**src/rtl/dice_pkg.sv**
```systemverilog
// Shared dice definitions: die/sum widths, die range, roll FSM encoding.
// Also imported by the downstream craps game FSM.
package dice_pkg;

   localparam int DIE_W = 3;
   localparam int SUM_W = 4;

   localparam logic [DIE_W-1:0] DIE_MIN = 3'd1;
   localparam logic [DIE_W-1:0] DIE_MAX = 3'd6;

   typedef enum logic [1:0] {
      IDLE    = 2'd0,
      ROLLING = 2'd1,
      LATCH   = 2'd2
   } roll_state_e;

   // Next die value: out-of-range values recover to DIE_MIN regardless of adv.
   function automatic logic [DIE_W-1:0] next_die(input logic [DIE_W-1:0] cur,
                                                 input logic              adv);
      logic [DIE_W-1:0] nxt;
      if ((cur < DIE_MIN) || (cur > DIE_MAX)) begin
         nxt = DIE_MIN;
      end else if (!adv) begin
         nxt = cur;
      end else if (cur == DIE_MAX) begin
         nxt = DIE_MIN;
      end else begin
         nxt = cur + 3'd1;
      end
      return nxt;
   endfunction

   function automatic logic [SUM_W-1:0] die_sum(input logic [DIE_W-1:0] a,
                                                input logic [DIE_W-1:0] b);
      return {1'b0, a} + {1'b0, b};
   endfunction

endpackage

```
**src/rtl/button_debounce.sv**
```systemverilog
// Two-flop synchroniser plus stable-count debounce for the raw roll button.
// db_roll changes only after the synchronised level has differed for DEBOUNCE_CYCLES cycles.
module button_debounce #(
   parameter int DEBOUNCE_CYCLES = 16,
   parameter int DB_W            = 5
) (
   input  logic clock,
   input  logic reset,
   input  logic roll,
   output logic db_roll
);

   logic            sync1_q, sync1_d;
   logic            roll_s_q, roll_s_d;
   logic            db_roll_q, db_roll_d;
   logic [DB_W-1:0] db_cnt_q, db_cnt_d;

   localparam logic [DB_W-1:0] DB_LAST = DB_W'(DEBOUNCE_CYCLES - 1);

   always_comb begin
      sync1_d   = roll;
      roll_s_d  = sync1_q;
      db_roll_d = db_roll_q;
      db_cnt_d  = '0;
      // Any cycle where roll_s agrees with db_roll restarts the stability count.
      if (roll_s_q != db_roll_q) begin
         if (db_cnt_q == DB_LAST) begin
            db_roll_d = roll_s_q;
            db_cnt_d  = '0;
         end else begin
            db_cnt_d = db_cnt_q + 1'b1;
         end
      end
   end

   always_ff @(posedge clock) begin
      if (reset) begin
         sync1_q   <= 1'b0;
         roll_s_q  <= 1'b0;
         db_roll_q <= 1'b0;
         db_cnt_q  <= '0;
      end else begin
         sync1_q   <= sync1_d;
         roll_s_q  <= roll_s_d;
         db_roll_q <= db_roll_d;
         db_cnt_q  <= db_cnt_d;
      end
   end

   assign db_roll = db_roll_q;

endmodule

```
**src/rtl/dice_roll_ctrl.sv**
```systemverilog
// Roll-button front end for the craps game: free-running die pair, frozen on release.
// roll_valid is a one-cycle pulse (no ready): die1/die2/roll_sum take new values exactly then.
module dice_roll_ctrl
   import dice_pkg::*;
#(
   parameter int DEBOUNCE_CYCLES = 16,
   parameter int DB_W            = 5
) (
   input  logic             clock,
   input  logic             reset,
   input  logic             roll,
   output logic [DIE_W-1:0] die1,
   output logic [DIE_W-1:0] die2,
   output logic [SUM_W-1:0] roll_sum,
   output logic             roll_valid,
   output logic             rolling
);

   logic db_roll;

   button_debounce #(
      .DEBOUNCE_CYCLES (DEBOUNCE_CYCLES),
      .DB_W            (DB_W)
   ) u_debounce (
      .clock   (clock),
      .reset   (reset),
      .roll    (roll),
      .db_roll (db_roll)
   );

   logic [DIE_W-1:0] cnt_a_q, cnt_a_d;
   logic [DIE_W-1:0] cnt_b_q, cnt_b_d;

   always_comb begin
      cnt_a_d = next_die(cnt_a_q, 1'b1);
      cnt_b_d = next_die(cnt_b_q, cnt_a_q == DIE_MAX);
   end

   roll_state_e      state_q, state_d;
   logic [DIE_W-1:0] die1_q, die1_d;
   logic [DIE_W-1:0] die2_q, die2_d;
   logic [SUM_W-1:0] sum_q, sum_d;
   logic             valid_q, valid_d;
   logic             rolling_q, rolling_d;

   always_comb begin
      state_d = state_q;
      die1_d  = die1_q;
      die2_d  = die2_q;
      sum_d   = sum_q;
      valid_d = 1'b0;
      case (state_q)
         IDLE: begin
            if (db_roll) state_d = ROLLING;
         end
         ROLLING: begin
            if (!db_roll) state_d = LATCH;
         end
         LATCH: begin
            die1_d  = cnt_a_q;
            die2_d  = cnt_b_q;
            sum_d   = die_sum(cnt_a_q, cnt_b_q);
            valid_d = 1'b1;
            state_d = IDLE;
         end
         default: state_d = IDLE;
      endcase
      // Registered from the next state so rolling tracks state_q cycle for cycle.
      rolling_d = (state_d == ROLLING);
   end

   always_ff @(posedge clock) begin
      if (reset) begin
         cnt_a_q   <= DIE_MIN;
         cnt_b_q   <= DIE_MIN;
         state_q   <= IDLE;
         die1_q    <= DIE_MIN;
         die2_q    <= DIE_MIN;
         sum_q     <= 4'd2;
         valid_q   <= 1'b0;
         rolling_q <= 1'b0;
      end else begin
         cnt_a_q   <= cnt_a_d;
         cnt_b_q   <= cnt_b_d;
         state_q   <= state_d;
         die1_q    <= die1_d;
         die2_q    <= die2_d;
         sum_q     <= sum_d;
         valid_q   <= valid_d;
         rolling_q <= rolling_d;
      end
   end

   assign die1       = die1_q;
   assign die2       = die2_q;
   assign roll_sum   = sum_q;
   assign roll_valid = valid_q;
   assign rolling    = rolling_q;

endmodule

```
**config.mk**
```make
export PLATFORM = sky130hd
export DESIGN_NAME = dice_roll_ctrl
export DESIGN_NICKNAME = d
export VERILOG_FILES = /design/src/rtl/dice_pkg.sv /design/src/rtl/button_debounce.sv /design/src/rtl/dice_roll_ctrl.sv
export SDC_FILE = /design/constraint.sdc
export NUM_CORES = 1
export LEC_CHECK = 0
export BUFFER_PORTS_ARGS = -buffer_cell sky130_fd_sc_hd__buf_2
export CORE_MARGIN = 2
export CORE_UTILIZATION = 55
export CTS_BUF_LIST = sky130_fd_sc_hd__clkbuf_8
export CTS_CLUSTER_SIZE = 30
export DETAILED_ROUTE_END_ITERATION = 10
export PLACE_DENSITY = 0.86
export SETUP_SLACK_MARGIN = 0.15
export SYNTH_ARGS = -nofsm -noshare
export SYNTH_HDL_FRONTEND = slang
export SYNTH_SLANG_ARGS = --single-unit
```
**constraint.sdc**
```tcl
create_clock -name clock -period 2.36 [get_ports clock]
set_clock_uncertainty 0.2 [all_clocks]
set_input_delay 0.118 -clock clock [delete_from_list [all_inputs] [get_ports clock]]
set_output_delay 0.118 -clock clock [all_outputs]
set_load 0.05 [all_outputs]
```
After elaboration in Yosys (flattened, before gate mapping):

Cells that the tools add are included.

* register bits: 28
* input bits: 3
* output and inout port bits: 12
* logic and storage cells: 40

* add/sub/neg operators: 4
* order comparisons: 4
* equality and inequality tests: 7
* multiplexer cells: 5
* bitwise gates (word level): 1
* reductions and logical operators: 7

Operators by type and width (number)
* $add A3 B1 Y3 const B: 2
* $eq A3 B3 Y1 const B: 2
* $gt A3 B3 Y1 const B: 2
* $lt A3 B1 Y1 const B: 2
* $reduce_or A3 Y1: 2
* $add A5 B1 Y5 const B: 1
* $eq A5 B4 Y1 const B: 1
* $add A3 B3 Y4: 1
* $eq A2 B1 Y1 const B: 2
* $mux W2: 2
* $pmux W2 S2: 1
* $mux W3: 1
* $eq A2 B2 Y1 const B: 1
* $logic_not A2 Y1: 1
* $logic_or A1 B1 Y1: 2
* $reduce_and A2 Y1: 1
* $reduce_or A2 Y1: 1
* $mux W1: 1
* $ne A1 B1 Y1: 1
* $not A1 Y1: 1

Longest topological paths before layout:

Gate-level depths: netlist of the first run.

* depth in word-level cells: 3
* gate-level depth with buffers: 6
* depth with buffers taken out: 6

Cells and area by module:

A second synthesis of the first run with hierarchy kept.

* cells, all modules: 117
* area, all modules: 1112.3 um^2

By module, submodules not included
* dice_roll_ctrl: instances 1, cells each 90, area each 825.8 um^2, seq. area each 400.4 um^2
* button_debounce: instances 1, cells each 27, area each 286.5 um^2, seq. area each 160.2 um^2

Worst setup path before layout of the first run:

No wires, ideal clock.

* path kind: reg-to-reg
* start point: reg u_debounce.db_cnt_q[0]
* end point: reg u_debounce.db_cnt_q[2]
* library setup time: 0.064 ns
* arrival time: 1.372 ns
* data required time: 2.096 ns
* setup slack: 0.723 ns
* stages on the path, launching flop included: 6
* cell sequence: dfxtp_1 > ha_1 > and3_1 > ha_1 > or3_4 > nor2_1

* cells in the longest elaborated chain, start to end: 2
* elaborated cells on any way between the ends: 3
* those cells by class: 1 x add/sub; 1 x eq/ne; 1 x reduce/logical

RTL lines
* start, declared: line button_debounce.sv:16 `logic [DB_W-1:0] db_cnt_q, db_cnt_d;`
* start signal, assigned: line button_debounce.sv:46 `db_cnt_q <= db_cnt_d;`
* branches (longest 2 deep; another with $add A5 B1 Y5)

Parallel ways; which one is timed is not known.
A chain may end at the register's enable or synchronous reset.

Worst setup path after layout of the first run:

* start point: reg u_debounce.db_cnt_q[0]
* end point: reg u_debounce.db_cnt_q[3]

The elaborated chain is that of the path after synthesis.

==> out/metrics.yaml, run 1 <==
die_w_um: 49.3
htree_levels: 1
rsz0062_at_grt: "no"
fin_util: 0.666
diodes: 0
min_to: "u_debounce.roll_s_q"
cpMostUsedCell: "ha_1"
worst_pin_slew_ns: 0.646
maxCapViolations: 0
cts_tree: "yes"
max_freq_ghz: 0.562
wl_um: 2050
ant_nets: 0
clock_sink_count: 28
ir_worst_vdd_v: 0.000543
holdBufCountCts: 1
cts.repair.resized: 0
min_path_type: "in2reg"
setup_viol: 0
avgSynthCellArea_sq_um: 9.38
first_iter_violations: 25
synth_warnings: 0
post-cts-setup-buffers: 0
synth_fa_ha_area_frac: 0.106
critPathKind: "reg2reg"
relSlewSlack: 0.569
path_delay_family: "simple AND/OR/NAND/NOR gates"
critPathSlowestCell: "or3_4"
root_buffer: "clkbuf_8"
finalNonFillerCells: 162
setup_slack_ns: 0.581
initial_core_util: 0.580
period_needed_ns: 1.78
syn-cell-area_sq_mm: 0.00113
cts_made_buffers: 3
start_kind: "register"
cp_max_fo: 5
endpoint_kind: "register"
vias_per_cell: 5.36
timing.rr.start: "u_debounce.db_cnt_q[0]"
clockBufferDepth: 2
arrival_ns: 1.80
dp_hpwl_um: 1460
syn-num-nets: 131
routabilityCongestion: 0.812
crit_path_start: "u_debounce.db_cnt_q[0]"
grt.total_usage: 0.182
min_from: "reset"
reg2reg_to: "u_debounce.db_cnt_q[3]"
grt_max_degree: 20
reg2reg_depth: 5
synth.ff_latch_count: 28
synthMuxAreaShare: 0.00889
drc: 0
fin_nets: 147
hold_viol: 0
yosys.area_share.simple: 0.191
synth_cells: 120
overflow: 0
num-fill-cells: 159
grt_pass1_wl_um: 3450
status: "finished, final reports clean"
synth_compound_area_frac: 0.122
tns_ns: 0
firstDrtPassIters: 4
ys_seq_area_frac: 0.498
coreArea_sq_mm: 0.00194
dpl_worst_slack_ns: 0.620
required_ns: 2.38
drive_above_1_share: 0.170
power.density_mw_per_mm2: 722
vias: 868
synth_top_family_by_area: "simple AND/OR/NAND/NOR gates"
layout_common_cells: "dfxtp_1, nand2_1, buf_2"
rows: 16
p_leak_nw: 0.546
antenna_found_initial: 0
synth.lib_cells_used.distinct: 30
post_drt_wl_per_cell_um: 12.6
crit_buf_inv: 0
clk_latency_ns: 0.27
synthXorXnorAreaFrac: 0.0311
cts.clk_slew.worst_paths_ns: 0.09
die_area_sq_mm: 0.00243
die_h_um: 49.3
timing.final.crit_share: 0.754
dp_cells: 157
io-pin-count: 15
first_global_vias: 837
areaGrowthSynthToFinish_pct: 14.8
rrSetupSlack_ns: 0.58
portBuffers: 14
min_path_cells: 2
crit_path_max_incr_delay_ns: 0.43
slew_viol_final: 0
final_common_cell: "dfxtp_1"
path_cells: "ha_1, and3_1, ha_1, or3_4, nor2_1"
[how the worst max path moves through the flow]
stage | endpoint | cells after the start | slack (ns)
4_1_cts | u_debounce.db_cnt_q[3] | 5 | 0.59
6_report | u_debounce.db_cnt_q[3] | 5 | 0.58
3_3_place_gp | u_debounce.db_cnt_q[2] | 5 | 0.67
3_5_place_dp | u_debounce.db_cnt_q[3] | 5 | 0.62
5_1_grt | roll_sum[2] | 6 | 0.48
2_1_floorplan | u_debounce.db_cnt_q[2] | 5 | 0.72
[state kept, by name, indices dropped and copies added (netlist names)]
| register | count |
|---|---|
| roll_valid | 1 |
| cnt_b_q | 3 |
| u_debounce.db_cnt_q | 5 |
| u_debounce.roll_s_d | 1 |
| die1 | 3 |
| rolling | 1 |
| die2 | 3 |
| u_debounce.roll_s_q | 1 |
| state_q | 2 |
| roll_sum | 4 |
| u_debounce.db_roll | 1 |
| cnt_a_q | 3 |
[routing by layer]
layer	GRT usage	routed length, um	up-vias
met5	0	0	-
met1	0.209	904	414
met4	0.0667	22	0
li1	-	-	432
met2	0.329	1050	18
met3	0.0368	71	4
[cell type report]
class / instances / area (sq um) / area share
Clock inverter: 1 / 30.0 / 0.0232
Inverter: 8 / 30.0 / 0.0232
Timing Repair Buffer: 15 / 80.1 / 0.0620
Multi-Input combinational cell: 80 / 517 / 0.400
Clock buffer: 3 / 41.3 / 0.0319
Tap cell: 27 / 33.8 / 0.0261
Sequential cell: 28 / 561 / 0.434
[synthesized netlist by cell type (all sizes together)]
library cell	count	area, sq um
nand3b	1	7.51
nand3	2	10.0
a211oi	2	20.0
o211ai	4	30.0
nor2	9	33.8
nand2b	1	6.26
nor2b	3	18.8
nand2	18	67.6
and2	1	8.76
ha	7	87.6
and3	2	13.8
or3	1	11.3
inv	8	30.0
a21oi	12	60.1
nor3b	2	15.0
mux2i	1	10.0
a21o	1	7.51
dfxtp	28	561
nor4b	1	8.76
xnor2	3	26.3
xor2	1	8.76
fa	1	20.0
maj3	1	11.3
o21ai	4	20.0
buf	4	18.8
nor3	1	5.00
nand4b	1	8.76
[where the power goes]
group | total, mW | switching [mW] | internal, mW
registers | 0.498 | 0.0162 | 0.482
logic | 0.0605 | 0.0333 | 0.0272
clock network | 0.375 | 0.148 | 0.227
[logic make-up after synthesis]
logic type,count (synthesis)
muxes,1
adders and majority gates,9
xor gates and xnor gates,4
AOI/OAI and AO/OA,23
buffers and inverters,12
DFF,28
and+or+nand+nor,43
[stage by stage]
stage	instance area [sq um]	hold slack, ns	total power, mW
after floorplan	1130	0.0462	0.551
after global placement	1210	0.135	0.561
after detailed placement	1210	0.149	0.567
after CTS	1290	0.0164	0.935
after global routing	1290	0.0461	0.959
final	1290	0.0147	0.933
No activity file was read; power rests on OpenSTA's default activity.
==> run 2: changes to the inputs <==
==> constraint.sdc (replaced) <==
create_clock -name clock -period 1.65 [get_ports clock]
set_clock_uncertainty 0.2 [all_clocks]
set_input_delay 0.0825 -clock clock [delete_from_list [all_inputs] [get_ports clock]]
set_output_delay 0.0825 -clock clock [all_outputs]
set_load 0.05 [all_outputs]
==> run 2 against run 1 <==
Against the previous run: power is 46% higher; largest power group unchanged; first-iteration DRC count down 20%; via count increased by 3.6%; final area grew 12%; critical endpoint is now u_debounce.db_cnt_q[2].
==> out/metrics.yaml, run 2 (synthesis gave the netlist of run 1 again) <==
first_iter_violations: 20
status: "finished, final reports clean"
dp_hpwl_um: 1460
required_ns: 1.66
endpoint_kind: "register"
min_to: "u_debounce.roll_s_q"
overflow: 0
diodes: 0
timing.rr.start: "u_debounce.db_cnt_q[1]"
reg2reg_depth: 5
cts_made_buffers: 3
fin_nets: 156
cp_max_fo: 5
portBuffers: 14
power.density_mw_per_mm2: 943
io-pin-count: 15
min_path_cells: 1
regArea_sq_um: 576
reg2reg_to: "u_debounce.db_cnt_q[2]"
max_freq_ghz: 0.633
grt_pass1_wl_um: 4220
ir_worst_vdd_v: 0.000764
grt_max_degree: 20
die_area_sq_mm: 0.00243
die_h_um: 49.3
rrSetupSlack_ns: 0.07
start_kind: "register"
first_global_vias: 902
worst_pin_slew_ns: 0.473
areaGrowthSynthToFinish_pct: 28.1
cts.clk_slew.worst_paths_ns: 0.09
final_common_cell: "dfxtp_1"
vias_per_cell: 5.26
rsz0062_at_grt: "yes"
vias: 899
hold_viol: 0
arrival_ns: 1.59
slew_viol_final: 0
cts_tree: "yes"
regMostFlops: "u_debounce.db_cnt_q"
min_from: "u_debounce.roll_s_d"
tns_ns: 0
ant_nets: 0
largest_reg_flops: 5
firstDrtPassIters: 4
root_buffer: "clkbuf_8"
clockBufferDepth: 2
p_leak_nw: 0.586
post_drt_wl_per_cell_um: 13.7
drc: 0
layout_common_cells: "dfxtp_1, nand2_1, buf_2"
timing.final.crit_share: 0.957
htree_levels: 1
grt.total_usage: 0.232
wl_um: 2350
drive_above_1_share: 0.326
maxCapViolations: 0
critPathKind: "reg2reg"
clk_latency_ns: 0.27
relSlewSlack: 0.685
coreArea_sq_mm: 0.00194
period_needed_ns: 1.58
setup_viol: 0
dp_cells: 159
initial_core_util: 0.580
finalNonFillerCells: 171
clock_sink_count: 28
routabilityCongestion: 0.788
multi_input_area_sq_um: 582
die_w_um: 49.3
min_path_type: "reg2reg"
num-fill-cells: 139
rows: 16
antenna_found_initial: 0
## run 2: changes by cell type in the layout (fill, tap and decap cells not counted), moves of 2 or more
cell / change
dfxtp_1: -6
ha_1: -4
inv_1: -2
dfxtp_4: +3
ha_4: +4
buf_4: +8
inv_2: +2
dfxtp_2: +3
## run 2: worst max path at each step
stage	from	to	slack [ns]	cells past startpoint
final	u_debounce.db_cnt_q[1]	u_debounce.db_cnt_q[2]	0.07	5
after global routing	u_debounce.db_cnt_q[1]	u_debounce.db_cnt_q[2]	0.01	5
after CTS	u_debounce.db_cnt_q[1]	u_debounce.db_cnt_q[2]	0.09	5
after detailed placement	u_debounce.db_cnt_q[0]	u_debounce.db_cnt_q[2]	0.08	5
after global placement	cnt_b_q[0]	roll_sum[2]	0.1	6
after floorplan	cnt_a_q[0]	cnt_b_q[1]	0.15	5
## run 2: metal layers
metal	vias to the layer above	wire length (um)	global-route usage	share of wire
li1	448	-	-	-
met1	414	1020	0.296	0.43
met2	31	1160	0.392	0.49
met3	6	137	0.0399	0.058
met4	0	36	0.0810	0.015
met5	-	0	0	0
## run 2: through the flow
step                 util  hold slack, ns  instance area (sq um)  setup slack [ns]  power (mW)
CTS                 0.738           0.247                   1430            0.0860        1.36
global route        0.743           0.266                   1440            0.0122        1.41
finish              0.743           0.245                   1440            0.0714        1.36
global placement    0.660          0.0989                   1280            0.0987       0.817
floorplan               -          0.0107                   1180             0.152       0.797
detailed placement  0.660           0.115                   1280            0.0832       0.825
## run 2: where the power goes
group | switching [mW] | internal [mW] | total (mW) | leakage, nW
combinational | 0.0600 | 0.0547 | 0.115 | 0.321
sequential | 0.0249 | 0.690 | 0.715 | 0.229
clock | 0.206 | 0.325 | 0.531 | 0.0357
total | 0.291 | 1.07 | 1.36 | 0.586
## run 2: final cells by class
| cell class | instances | area share |
|---|---|---|
| inverters | 8 | 0.0208 |
| well taps | 27 | 0.0234 |
| repair buffers | 24 | 0.104 |
| flip-flops and latches | 28 | 0.399 |
| multi-input cells | 80 | 0.403 |
| clock buffers | 3 | 0.0286 |
| clock inverters | 1 | 0.0208 |
## run 2: critical path, stage by stage (launching register included)
cell and delay [ns]:
dfxtp_2 0.35, ha_4 0.16, and3_4 0.18, ha_4 0.15
or3_4 0.36, nor2_2 0.12
## run 2: what timing repair did
| action | 4_1_cts | 5_1_grt |
|---|---|---|
| setup endpoints to repair | 7 | 10 |
| setup buffers | 6 | 0 |
| pin swaps | 2 | 3 |
| gates cloned | 0 | 0 |
| hold buffers | 2 | 0 |
| endpoints found under the hold margin | 2 | 0 |
| gates resized for setup | 4 | 5 |
